<file path="src/rtl/cnn_layer_sequencer.sv">
// cnn_layer_sequencer: descriptor-driven layer/group sequencer feeding the systolic core cfg_* bundle.
// Optional WAIT watchdog and ERR state are built when CNN_SEQ_TIMEOUT_EN is defined.
module cnn_layer_sequencer #(
  parameter int NUM_LAYERS     = 4,
  parameter int MAX_GROUPS     = 8,
  parameter int ADDR_W         = 32,
  parameter int TIMEOUT_CYCLES = 65536,
  parameter int LID_W          = $clog2(NUM_LAYERS*MAX_GROUPS),
  parameter int LSEL_W         = (NUM_LAYERS > 1) ? $clog2(NUM_LAYERS) : 1,
  parameter int CNT_W          = $clog2(NUM_LAYERS+1)
) (
  input  logic              clk_i,
  input  logic              rst_sync_n_i,
  input  logic              host_start_i,
  input  logic [CNT_W-1:0]  num_layers_i,
  output logic              host_done_o,
  output logic              busy_o,
  output logic              err_o,
  input  logic              desc_wr_en_i,
  input  logic [LSEL_W-1:0] desc_wr_layer_i,
  input  logic [2:0]        desc_wr_field_i,
  input  logic [31:0]       desc_wr_data_i,
  output logic              req_load_weight_o,
  output logic [LID_W-1:0]  layer_id_o,
  input  logic              weight_loaded_i,
  output logic [31:0]       cfg_img_w_o,
  output logic [31:0]       cfg_img_h_o,
  output logic [3:0]        cfg_kernel_r_o,
  output logic              cfg_do_bias_o,
  output logic              cfg_do_relu_o,
  output logic              cfg_do_pool_o,
  output logic              cfg_do_quant_o,
  output logic [4:0]        cfg_quant_shift_o,
  output logic [ADDR_W-1:0] cfg_read_base_o,
  output logic [ADDR_W-1:0] cfg_write_base_o,
  output logic [15:0]       cfg_num_input_channels_o,
  output logic              core_start_o,
  input  logic              core_done_i
);
  localparam int GRP_W = $clog2(MAX_GROUPS+1);

`ifdef CNN_SEQ_TIMEOUT_EN
  localparam int WD_W = $clog2(TIMEOUT_CYCLES+1);
  typedef enum logic [2:0] {S_IDLE, S_REQ, S_RUN, S_WAIT, S_NEXT, S_DONE, S_ERR} state_t;
  logic [WD_W-1:0] wd_q, wd_d;
`else
  typedef enum logic [2:0] {S_IDLE, S_REQ, S_RUN, S_WAIT, S_NEXT, S_DONE} state_t;
`endif

  state_t             state_q, state_d;
  logic [LSEL_W-1:0]  layer_q, layer_d;
  logic [GRP_W-1:0]   group_q, group_d;
  logic [CNT_W-1:0]   count_q, count_d;

  logic [31:0]        img_w_q  [NUM_LAYERS];
  logic [31:0]        img_h_q  [NUM_LAYERS];
  logic [3:0]         kr_q     [NUM_LAYERS];
  logic [3:0]         flags_q  [NUM_LAYERS];
  logic [4:0]         shift_q  [NUM_LAYERS];
  logic [7:0]         ngrp_q   [NUM_LAYERS];
  logic [15:0]        inch_q   [NUM_LAYERS];
  logic [ADDR_W-1:0]  rbase_q  [NUM_LAYERS];
  logic [ADDR_W-1:0]  wbase_q  [NUM_LAYERS];
  logic [15:0]        stride_q [NUM_LAYERS];

  logic               desc_we;
  logic [GRP_W-1:0]   ngrp_eff;

  assign desc_we = desc_wr_en_i && (state_q == S_IDLE || state_q == S_DONE);

  // Table is only writable while no run is in flight; out-of-range layer indices match no entry.
  always_ff @(posedge clk_i) begin
    for (int l = 0; l < NUM_LAYERS; l++) begin
      if (!rst_sync_n_i) begin
        img_w_q[l]  <= '0;
        img_h_q[l]  <= '0;
        kr_q[l]     <= '0;
        flags_q[l]  <= '0;
        shift_q[l]  <= '0;
        ngrp_q[l]   <= '0;
        inch_q[l]   <= '0;
        rbase_q[l]  <= '0;
        wbase_q[l]  <= '0;
        stride_q[l] <= '0;
      end else if (desc_we && desc_wr_layer_i == LSEL_W'(l)) begin
        case (desc_wr_field_i)
          3'd0: img_w_q[l] <= desc_wr_data_i;
          3'd1: img_h_q[l] <= desc_wr_data_i;
          3'd2: begin
            kr_q[l]    <= desc_wr_data_i[3:0];
            flags_q[l] <= desc_wr_data_i[7:4];
            shift_q[l] <= desc_wr_data_i[12:8];
            ngrp_q[l]  <= desc_wr_data_i[23:16];
          end
          3'd3: inch_q[l]   <= desc_wr_data_i[15:0];
          3'd4: rbase_q[l]  <= ADDR_W'(desc_wr_data_i);
          3'd5: wbase_q[l]  <= ADDR_W'(desc_wr_data_i);
          3'd6: stride_q[l] <= desc_wr_data_i[15:0];
          default: ;
        endcase
      end
    end
  end

  always_ff @(posedge clk_i) begin
    if (!rst_sync_n_i) begin
      state_q <= S_IDLE;
      layer_q <= '0;
      group_q <= '0;
      count_q <= '0;
`ifdef CNN_SEQ_TIMEOUT_EN
      wd_q    <= '0;
`endif
    end else begin
      state_q <= state_d;
      layer_q <= layer_d;
      group_q <= group_d;
      count_q <= count_d;
`ifdef CNN_SEQ_TIMEOUT_EN
      wd_q    <= wd_d;
`endif
    end
  end

  always_comb begin
    ngrp_eff = GRP_W'(ngrp_q[layer_q]);
    if (ngrp_q[layer_q] == 8'd0)                ngrp_eff = GRP_W'(1);
    else if (int'(ngrp_q[layer_q]) > MAX_GROUPS) ngrp_eff = GRP_W'(MAX_GROUPS);
  end

  always_comb begin
    state_d = state_q;
    layer_d = layer_q;
    group_d = group_q;
    count_d = count_q;
`ifdef CNN_SEQ_TIMEOUT_EN
    wd_d    = wd_q;
`endif
    case (state_q)
      S_IDLE: if (host_start_i) begin
        count_d = (int'(num_layers_i) > NUM_LAYERS) ? CNT_W'(NUM_LAYERS) : num_layers_i;
        layer_d = '0;
        group_d = '0;
        state_d = (count_d == '0) ? S_DONE : S_REQ;
      end
      S_REQ:  if (weight_loaded_i) state_d = S_RUN;
      S_RUN: begin
`ifdef CNN_SEQ_TIMEOUT_EN
        wd_d    = '0;
`endif
        state_d = S_WAIT;
      end
      S_WAIT: begin
        if (core_done_i) state_d = S_NEXT;
`ifdef CNN_SEQ_TIMEOUT_EN
        else if (wd_q == WD_W'(TIMEOUT_CYCLES-1)) state_d = S_ERR;
        else wd_d = wd_q + WD_W'(1);
`endif
      end
      S_NEXT: begin
        if (group_q < ngrp_eff - GRP_W'(1)) begin
          group_d = group_q + GRP_W'(1);
          state_d = S_REQ;
        end else if (int'(layer_q) < int'(count_q) - 1) begin
          layer_d = layer_q + LSEL_W'(1);
          group_d = '0;
          state_d = S_REQ;
        end else begin
          state_d = S_DONE;
        end
      end
      S_DONE: if (!host_start_i) state_d = S_IDLE;
`ifdef CNN_SEQ_TIMEOUT_EN
      S_ERR:  if (!host_start_i) state_d = S_IDLE;
`endif
      default: state_d = S_IDLE;
    endcase
  end

  logic cfg_act;
  assign cfg_act = (state_q == S_RUN) || (state_q == S_WAIT);

  assign req_load_weight_o = (state_q == S_REQ);
  assign layer_id_o  = (state_q == S_REQ) ? LID_W'(int'(layer_q)*MAX_GROUPS + int'(group_q)) : '0;
  assign core_start_o = (state_q == S_RUN);
  assign busy_o = (state_q == S_REQ) || (state_q == S_RUN) || (state_q == S_WAIT) || (state_q == S_NEXT);
`ifdef CNN_SEQ_TIMEOUT_EN
  assign err_o       = (state_q == S_ERR);
  assign host_done_o = (state_q == S_DONE) || (state_q == S_ERR);
`else
  assign err_o       = 1'b0;
  assign host_done_o = (state_q == S_DONE);
`endif

  assign cfg_img_w_o              = cfg_act ? img_w_q[layer_q]    : '0;
  assign cfg_img_h_o              = cfg_act ? img_h_q[layer_q]    : '0;
  assign cfg_kernel_r_o           = cfg_act ? kr_q[layer_q]       : '0;
  assign cfg_do_bias_o            = cfg_act & flags_q[layer_q][0];
  assign cfg_do_relu_o            = cfg_act & flags_q[layer_q][1];
  assign cfg_do_pool_o            = cfg_act & flags_q[layer_q][2];
  assign cfg_do_quant_o           = cfg_act & flags_q[layer_q][3];
  assign cfg_quant_shift_o        = cfg_act ? shift_q[layer_q]    : '0;
  assign cfg_read_base_o          = cfg_act ? rbase_q[layer_q]    : '0;
  assign cfg_num_input_channels_o = cfg_act ? inch_q[layer_q]     : '0;
  // Address wraps naturally at ADDR_W bits.
  assign cfg_write_base_o = cfg_act ?
      wbase_q[layer_q] + ADDR_W'(group_q) * ADDR_W'(stride_q[layer_q]) : '0;

endmodule

</file>
<file path="config.mk">
export PLATFORM = sky130hd
export DESIGN_NAME = cnn_layer_sequencer
export DESIGN_NICKNAME = d
export VERILOG_FILES = /design/src/rtl/cnn_layer_sequencer.sv
export SDC_FILE = /design/constraint.sdc
export NUM_CORES = 1
export LEC_CHECK = 0
export CAP_MARGIN = 0
export CORE_MARGIN = 1.5
export CORE_UTILIZATION = 50
export DETAILED_ROUTE_END_ITERATION = 12
export PLACE_DENSITY = 0.71
export REMOVE_ABC_BUFFERS = 1
export SLEW_MARGIN = 30
export SYNTH_ARGS = -nofsm -noshare
export SYNTH_HDL_FRONTEND = slang
export SYNTH_SLANG_ARGS = --single-unit
export TNS_END_PERCENT = 1
</file>
<file path="constraint.sdc">
create_clock -name clk_i -period 7 [get_ports clk_i]
set_clock_uncertainty 0.15 [all_clocks]
set_input_delay 0.7 -clock clk_i [delete_from_list [all_inputs] [get_ports clk_i]]
set_output_delay 0.7 -clock clk_i [all_outputs]
set_load 0.02 [all_outputs]
</file>
==> metrics.yaml <==
power:
  p_comb_share_pct: 6.1
  peakVddDrop_mv: 0.173
  p_int_mw: 7.39
  swShare_pct: 22.3
  power_density_nw_per_um2: 227
  p_leak_nw: 15.7
  p_sw_mw: 2.12
  p_seq_share_pct: 53.2
  clkPwrFrac_pct: 40.7
layout:
  nNetsFinal: 2850
  multi_input_area_um2: 13400
  stdcell_count: 3728
  area_delta_synth_final_pct: 15.3
  drive_above_1_share_pct: 14.9
  fin_util_pct: 58.5
  finish.instance_area_um2: 41900
  seq_area_um2: 22000
  fillCellCount: 5493
timing:
  setup_viol: 0
  drv_slew: 0
  fin_crit_ps: 6830
  fin_crit_sh_pct: 97.5
  holdWs_ps: 328
  hold_violations: 0
  setup_ws_ps: 172
  fmaxAchievable_mhz: 146
  slew_headroom_pct: 35.1
  tightest_slew_ps: 973
  rsz0062_at_grt: "yes"
clocking:
  cts_made_buffers: 75
  numClockSinks: 738
  cts_tree: "built"
  clock_tree.root_cell: "clkbuf_16"
  clk_latency_ps: 620
  cts_buffer_depth: 3
  htreeDepth: 3
  cts_hold_buffers: 0
  clk_pin_slew_worst_paths_ps: 60
global_route:
  antenna_found_initial: 5
  grt_pass1_wl_um: 139000
  grt_pass1_vias: 22100
  gr-total-overflow: 0
  grt_start_max_net_pins: 84
  grtUsageTotal_pct: 25.2
placed_design:
  port_buffers: 211
  postPlaceCellArea_um2: 39500
  preCtsSetupSlack_ps: 340
  place_inst: 3591
  dp_hpwl_um: 56500
  place_congestion: 0.858
yosys:
  ys_warn_count: 0
  synth_top_flop_cell: "edfxtp_1"
  synth-seq-cells: 738
  synth_seq_area_share_pct: 60.6
  ys_async_sr_fraction_pct: 0
  netlist-cell-type-count: 73
  syn_inst: 2572
  syn_area_per_cell_um2: 14.1
  synth_area_um2: 36400
  synth_edf_count: 724
detailed_routing:
  routedWlPerCell_um: 25.1
  num_vias: 21700
  final_antenna_net_count: 0
  first_pass_iters: 6
  drt_wl_total_um: 93600
  via_per_inst: 5.83
  remaining_drc_errors: 0
  first_iter_violations: 2165
worst_setup_path:
  cp_max_fo: 9
  crit_type: "reg2out"
  required_ps: 6150
  critPathArrivalTime_ps: 5980
  end_kind: "primary output"
  startpoint_type: "flip-flop"
flow_run:
  maxCapViolations: 0
floorplanning:
  num_rows: 98
  dieArea_um2: 74300
  initial_core_util_pct: 50.7
  die_height_um: 273
  core_area_um2: 71700
  ios: 213
  die_x_um: 273
worst_hold_path:
  hold_class: "reg2reg"
run_status:
  status: "complete, no violations"
-- power by group through the flow --
| stage | Clock (mW) | Combinational (mW) | Sequential, mW |
|---|---|---|---|
| detailed placement | 0 | 0.580 | 5.15 |
| finish | 3.87 | 0.578 | 5.06 |
| global route | 4.09 | 0.611 | 5.07 |
| global placement | 0 | 0.572 | 5.14 |
| floorplan | 0 | 0.258 | 5.14 |
| CTS | 3.92 | 0.581 | 5.06 |
-- layer usage --
metal	wire [µm]	GRT usage, %	part of all wire (%)
met3	7010	4.02	7.5
met2	46800	42.6	50
met1	36600	33.1	39
met5	26	0	0.028
met4	3060	9.27	3.3
-- worst max-delay path, cell delays in order, from the launching register on --
cell and delay [ps]:
dfxtp_4 470, mux4_2 580, and2_1 210, fa_1 500, fa_1 500, inv_1 60, fa_1 470, inv_1 50
ha_1 260, or4_1 530, nor3_1 330, o32ai_4 160, o21a_1 210, o21a_1 180, nor3_2 220, clkdlybuf4s50_1 660
-- final cells by class --
type | count | area share [%]
Sequential cell | 738 | 52.5
Multi-Input combinational cell | 1523 | 31.8
Timing Repair Buffer | 282 | 6.30
Clock buffer | 105 | 4.97
Tap cell | 950 | 2.83
Inverter | 101 | 0.907
Clock inverter | 28 | 0.603
Antenna cell | 1 | 0.00597
-- state kept, by name (all words and copies together) (netlist names), named ones only --
name,cells
stride_q,64
img_h_q,128
layer_q,2
img_w_q,128
kr_q,16
count_q,3
inch_q,64
state_q,3
shift_q,20
flags_q,16
wbase_q,128
rbase_q,128
group_q,4
ngrp_q,32
-- per-stage QoR --
step	setup TNS [ps]	total power [mW]
after floorplan	-440960	5.40
after global placement	0	5.71
after detailed placement	0	5.73
after CTS	0	9.56
after global routing	-139	9.77
final	0	9.51
-- layout by cell type, fill, tap and decap left out, drive strengths merged, types with 6 or more instances in the layout --
| cell type | n |
|---|---|
| clkbuf | 105 |
| nor3b | 6 |
| clkdlybuf4s50 | 191 |
| dfxtp | 14 |
| nor3 | 11 |
| ha | 38 |
| inv | 102 |
| mux4 | 176 |
| xor2 | 9 |
| or3 | 12 |
| o21a | 6 |
| clkinv | 22 |
| and2 | 788 |
| nand2b | 7 |
| o21ai | 52 |
| buf | 78 |
| nand3 | 19 |
| nand2 | 40 |
| edfxtp | 724 |
| and3 | 132 |
| dlygate4sd2 | 9 |
| a21oi | 36 |
| nor2 | 66 |
| fa | 45 |
-- path summary, 6_finish.rpt --
kind	slack [ps]	endpoint	cells past startpoint	from
worst max-delay path	170	cfg_write_base_o[16]	15	flip-flop
worst min register to register	330	count_q[2]	2	count_q[2]
worst max register to register	1710	flip-flop	14	flip-flop
worst min-delay path	330	count_q[2]	2	count_q[2]
-- logic make-up (layout without fill, tap and decap cells) --
kind of cell | count (synthesis) | count (layout) | share of synthesized area (%)
and+or+nand+nor | 1107 | 1107 | 18.4
adders and majority gates | 83 | 83 | 3.79
muxes | 181 | 181 | 11.0
other | 2 | 3 | 0.0207
xor gates and xnor gates | 14 | 14 | 0.337
AOI/OAI and AO/OA | 136 | 136 | 2.42
buffers and inverters | 311 | 516 | 3.39
DFF | 738 | 738 | 60.6
-- synth_stat cells, drive strengths merged, types with 3 or more instances --
cell type	count	share of area, %
a211oi	4	0.083
a21o	5	0.10
a21oi	36	0.50
a22oi	3	0.062
and2	788	14
and3	132	2.3
buf	32	0.50
clkbuf	178	1.9
dfxtp	14	0.77
edfxtp	724	60
fa	45	2.5
ha	38	1.3
inv	100	1.0
mux2i	5	0.14
mux4	176	11
nand2	40	0.41
nand2b	7	0.12
nand3	19	0.26
nand3b	5	0.10
nand4	3	0.052
nor2	66	0.79
nor2b	3	0.052
nor3	11	0.15
nor3b	6	0.14
nor4	3	0.052
o21a	6	0.15
o21ai	52	0.74
o21bai	3	0.062
o31ai	4	0.083
or2	5	0.086
or3	12	0.22
xnor2	5	0.12
xor2	9	0.22
-- what timing repair did --
item / in CTS / in global routing
buffers inserted: 2 / 1
pin swaps: 1 / 0
setup endpoints to repair: 13 / 10
resized for setup: 15 / 4
Power figures use the tool's default switching activity.
